[src/rtl/policy_controller.sv]
// -----------------------------------------------------------------------------
// policy_controller
//
// Purpose:
//   Sequences one epsilon-greedy action decision per start request. A decision
//   reads the four Q-values for the current environment state from an external
//   Q-table, presents them (with a frozen copy of epsilon) to a combinational
//   policy generator, and registers the action that comes back. Epsilon decays
//   linearly toward a floor on every episode_end pulse. step_count counts the
//   actions issued in the current episode.
//
// Handshake semantics (single comment, applies to every strobe here):
//   start        - one-cycle request, accepted only when the FSM is IDLE
//                  (busy=0). A start seen while busy is dropped, never queued.
//   qt_rd_en     - one-cycle read strobe; qt_rd_data must be valid on the
//                  cycle after the strobe (fixed one-cycle read latency).
//   action_valid - one-cycle pulse; action is stable from this pulse until
//                  the next decision's EVAL cycle.
//   episode_end  - one-cycle pulse, honoured in any FSM state.
//
// Ports:
//   clk          in   1   rising-edge clock
//   rst          in   1   asynchronous active-high reset
//   start        in   1   request one action decision
//   state_in     in   4   environment state, sampled with start
//   episode_end  in   1   end-of-episode pulse
//   qt_rd_en     out  1   Q-table read strobe
//   qt_rd_addr   out  4   Q-table read address
//   qt_rd_data   in   64  four Q8.8 Q-values
//   pg_q_values  out  64  Q-values to the policy generator
//   pg_epsilon   out  16  epsilon snapshot to the policy generator
//   pg_action    in   4   combinational action from the policy generator
//   action       out  4   registered chosen action
//   action_valid out  1   action valid pulse
//   busy         out  1   decision in progress
//   epsilon      out  16  live epsilon register
//   step_count   out  16  actions issued this episode (saturating)
// -----------------------------------------------------------------------------
module policy_controller #(
   parameter logic [15:0] EPS_INIT  = 16'h00E0,
   parameter logic [15:0] EPS_MIN   = 16'h0010,
   parameter logic [15:0] EPS_DECAY = 16'h0008
) (
   input  logic        clk,
   input  logic        rst,
   input  logic        start,
   input  logic [3:0]  state_in,
   input  logic        episode_end,
   output logic        qt_rd_en,
   output logic [3:0]  qt_rd_addr,
   input  logic [63:0] qt_rd_data,
   output logic [63:0] pg_q_values,
   output logic [15:0] pg_epsilon,
   input  logic [3:0]  pg_action,
   output logic [3:0]  action,
   output logic        action_valid,
   output logic        busy,
   output logic [15:0] epsilon,
   output logic [15:0] step_count
);

   typedef enum logic [2:0] {
      IDLE = 3'd0,
      READ = 3'd1,
      WAIT = 3'd2,
      EVAL = 3'd3,
      DONE = 3'd4
   } state_t;

   state_t      state;
   state_t      state_next;

   logic [3:0]  addr;
   logic [15:0] eps_snap;
   logic [63:0] q_reg;
   logic [15:0] eps_decayed;

   // Threshold computed one bit wider so EPS_MIN + EPS_DECAY cannot wrap.
   localparam logic [16:0] EPS_FLOOR_SUM = {1'b0, EPS_MIN} + {1'b0, EPS_DECAY};

   // ---------------------------------------------------------------------------
   // FSM state register
   // ---------------------------------------------------------------------------
   always_ff @(posedge clk or posedge rst) begin
      if (rst) begin
         state <= IDLE;
      end else begin
         state <= state_next;
      end
   end

   // ---------------------------------------------------------------------------
   // FSM next-state and state-decoded outputs
   // ---------------------------------------------------------------------------
   always_comb begin
      state_next   = state;
      qt_rd_en     = 1'b0;
      action_valid = 1'b0;
      busy         = 1'b1;
      case (state)
         IDLE: begin
            busy = 1'b0;
            if (start) begin
               state_next = READ;
            end
         end
         READ: begin
            qt_rd_en   = 1'b1;
            state_next = WAIT;
         end
         WAIT: begin
            state_next = EVAL;
         end
         EVAL: begin
            state_next = DONE;
         end
         DONE: begin
            action_valid = 1'b1;
            state_next   = IDLE;
         end
         default: begin
            busy       = 1'b0;
            state_next = IDLE;
         end
      endcase
   end

   // ---------------------------------------------------------------------------
   // Epsilon decay: anything at or below floor+decay lands exactly on the
   // floor, so the subtraction below never underflows.
   // ---------------------------------------------------------------------------
   always_comb begin
      eps_decayed = epsilon - EPS_DECAY;
      if ({1'b0, epsilon} <= EPS_FLOOR_SUM) begin
         eps_decayed = EPS_MIN;
      end
   end

   // ---------------------------------------------------------------------------
   // Decision datapath
   // ---------------------------------------------------------------------------
   always_ff @(posedge clk or posedge rst) begin
      if (rst) begin
         addr     <= 4'h0;
         eps_snap <= EPS_INIT;
         q_reg    <= 64'h0;
         action   <= 4'h0;
      end else begin
         // Snapshot takes the pre-decay epsilon even if episode_end coincides.
         if (state == IDLE && start) begin
            addr     <= state_in;
            eps_snap <= epsilon;
         end
         if (state == WAIT) begin
            q_reg <= qt_rd_data;
         end
         if (state == EVAL) begin
            action <= pg_action;
         end
      end
   end

   // ---------------------------------------------------------------------------
   // Episode bookkeeping: epsilon and per-episode step counter
   // ---------------------------------------------------------------------------
   always_ff @(posedge clk or posedge rst) begin
      if (rst) begin
         epsilon    <= EPS_INIT;
         step_count <= 16'h0;
      end else begin
         if (episode_end) begin
            epsilon <= eps_decayed;
         end
         // Clearing on episode_end has priority over counting the action.
         if (episode_end) begin
            step_count <= 16'h0;
         end else if (action_valid && step_count != 16'hFFFF) begin
            step_count <= step_count + 16'h1;
         end
      end
   end

   assign qt_rd_addr  = addr;
   assign pg_q_values = q_reg;
   assign pg_epsilon  = eps_snap;

endmodule

[config.mk]
export PLATFORM = sky130hd
export DESIGN_NAME = policy_controller
export DESIGN_NICKNAME = d
export VERILOG_FILES = /design/src/rtl/policy_controller.sv
export SDC_FILE = /design/constraint.sdc
export NUM_CORES = 1
export LEC_CHECK = 0
export ABC_CLOCK_PERIOD_IN_PS = 4600
export CAP_MARGIN = 10
export CORE_MARGIN = 2
export CORE_UTILIZATION = 43
export CTS_CLUSTER_DIAMETER = 60
export CTS_CLUSTER_SIZE = 8
export DETAILED_ROUTE_END_ITERATION = 8
export HOLD_SLACK_MARGIN = 0.15
export PLACE_DENSITY = 0.89
export SKIP_CTS_REPAIR_TIMING = 1
export SLEW_MARGIN = 20
export SYNTH_ARGS = -nofsm -noshare
export SYNTH_HDL_FRONTEND = slang
export SYNTH_SLANG_ARGS = --single-unit
[constraint.sdc]
create_clock -name clk -period 4.6 [get_ports clk]
set_input_delay 0.46 -clock clk [delete_from_list [all_inputs] [get_ports clk]]
set_output_delay 0.46 -clock clk [all_outputs]
set_load 0.05 [all_outputs]
==> flow_summary.json <==
{
  "status": "completed",
  "cts_buffers": 17,
  "timing.final.crit_share": 0.613,
  "nets": 640,
  "synth_seq_area_share": 0.600,
  "crit_path_start_kind": "register",
  "critical_path_class": "reg -> out",
  "ys.flop_type": "dfrtp_1",
  "drv_slew": 0,
  "slowest_stage": "clkdlybuf4s50_1",
  "vdd_drop_max_v": 0.000622,
  "syn_inst": 364,
  "met3WireLength_um": 1020,
  "rsz0062_at_grt": "no",
  "hold_path_class": "in -> async",
  "yosys_register_bits": 117,
  "fp.coreArea_um2": 11000,
  "cpPeakStageDelay_ns": 0.83,
  "cts_tree": "done",
  "synth_edf_count": 0,
  "powerDensity_nw_per_um2": 866,
  "max-slew-margin-rel": 0.376,
  "min_period_ns": 2.82,
  "diodes": 0,
  "drive_above_1_share": 0.238,
  "drt_iter0_drc": 191,
  "routed_via_density": 5.16,
  "clock-root-buffer": "clkbuf_16",
  "dr.pass1.iters": 4,
  "final_cell_mix": "clkdlybuf4s50_1 (192), dfrtp_1 (111), mux2_2 (88), nor2_1 (19), clkbuf_16 (17)",
  "clk_pin_slew_ns": 0.05,
  "drt-total-wl_um": 12300,
  "wl_per_cell_um": 17.2,
  "syn_area_per_cell_um2": 13.4,
  "ant_nets": 0,
  "cts_buffer_depth": 2,
  "die_x_um": 111,
  "yosysWarningCount": 0,
  "crit_chain": "or3b_1 -> inv_2 -> clkdlybuf4s50_1",
  "hold_viol_final": 0,
  "die-area_um2": 12200,
  "drc": 0,
  "port-buffer-count": 192,
  "cpLargestDelayFamily": "buffers and inverters",
  "insertion_delay_ns": 0.40,
  "num_vias": 3691,
  "async_flop_share": 1.00,
  "worst_pin_slew_ns": 0.922,
  "p_leak_nw": 3.04,
  "topRoutingLayerUsed": "met4",
  "critPathMaxFanout": 8,
  "synthToLayoutAreaGrowth_pct": 53.0,
  "htreeDepth": 4,
  "grt_start_max_net_pins": 65,
  "cts_sinks": 117,
  "ioPinCount": 199,
  "grt_pass1_vias": 3922,
  "rows": 38,
  "grt.total_usage": 0.210,
  "syn_area_um2": 4890,
  "final-setup-viol-count": 0,
  "final_common_cell": "clkdlybuf4s50_1",
  "fp.dieH_um": 111,
  "timing.critical_path.buf_inv": 2,
  "fmax_mhz": 355,
  "initial_core_util": 0.445,
  "cp-end-kind": "output port",
  "synth_cell_types": 46,
  "tns_ns": 0,
  "cap_violations": 0,
  "grt_pass1_wl_um": 20300,
  "stdcell_count": 715,
  "antenna_found_initial": 0,
  "required_ns": 4.14,
  "gp_congestion": 0.844,
  "crit_arrival_ns": 2.36,
  "place_inst": 682,
  "skew_ns": 0.00645,
  "wl_met2_um": 6380,
  "globalRoute.totalOverflow": 0,
  "dpl.hpwl_um": 8780,
  "met1_length_um": 4570
}
==> layer usage <==
metal,global-route usage,vias up
met3,0.0851,26
li1,-,1691
met5,0,-
met1,0.226,1809
met2,0.363,165
met4,0.0908,0
==> cell usage after synthesis, drive strengths merged, types with 2 or more instances <==
cell    instances  share of area
inv             9         0.0069
nor3            7         0.0072
o31ai           7          0.011
nor2b           2         0.0026
nor2           19          0.015
dfrtp         111           0.57
xnor2           7          0.013
nand3b          2         0.0031
dfstp           6          0.032
clkbuf         11         0.0084
nor4b           3         0.0067
o21ai           4         0.0041
ha              2         0.0051
nand3           5         0.0061
or2             3         0.0044
or3             4         0.0051
a21oi          12          0.012
nor4            5         0.0064
mux2           89           0.21
nand2          10         0.0077
o31a            2         0.0038
nand2b          3         0.0038
nand4           4         0.0051
or4            10          0.017
nor3b           4         0.0061
buf            11          0.014
==> sequential cells by signal (all words and copies together), names as in the netlist <==
register	cells
state	3
pg_epsilon	13
action	4
qt_rd_addr	4
pg_q_values	64
epsilon	13
step_count	16
==> stage by stage <==
stage	utilization	setup WS (ns)	cell area, um2	hold WS, ns	power [mW]
final	0.681	1.78	7480	0.466	6.47
after global placement	0.631	1.73	6930	0.488	5.24
after global routing	0.681	1.70	7480	0.510	6.75
after CTS	0.679	1.76	7460	0.469	6.54
after detailed placement	0.631	1.55	6930	0.495	5.33
after floorplan	-	1.05	4910	0.547	4.16
==> power by group <==
part	leakage, nW	switching (mW)	internal, mW
clock network	0.262	0.421	0.741
logic	1.36	2.17	1.34
registers	1.42	0.304	1.50
total	3.04	2.90	3.58
==> cell families (layout without fill, tap and decap cells) <==
| group | after synthesis | after routing | synth area share |
|---|---|---|---|
| flip-flops | 117 | 117 | 0.600 |
| multiplexers | 90 | 90 | 0.208 |
| AND/OR/NAND/NOR | 85 | 85 | 0.102 |
| buffers and inverters | 31 | 237 | 0.0297 |
| AO/OA/AOI/OAI | 30 | 30 | 0.0394 |
| XOR/XNOR | 8 | 8 | 0.0143 |
| adder cells (fa/ha/maj) | 2 | 2 | 0.00512 |
| other | 1 | 6 | 0.000767 |
==> worst paths after layout <==
kind | startpoint | endpoint | slack (ns) | cells after the start
setup / recovery | state[2] | action_valid | 1.78 | 3
setup reg to reg | state[2] | step_count[9] | 2.44 | 5
hold / removal | rst | pg_q_values[48] | 0.47 | 2
min in group clk | pg_epsilon[11] | pg_epsilon[11] | 0.50 | 1
max in group asynchronous | rst | pg_q_values[19] | 3.24 | 3
hold reg to reg | pg_epsilon[11] | pg_epsilon[11] | 0.50 | 1
==> final cells by class <==
class	instances	area, um2
Sequential cell	117	2940
Inverter	9	36.3
Tap cell	140	175
Fill cell	802	3500
Clock buffer	28	507
Multi-Input combinational cell	221	1850
Timing Repair Buffer	196	1960
Clock inverter	4	20.0
No activity file was read; power rests on OpenSTA's default activity.
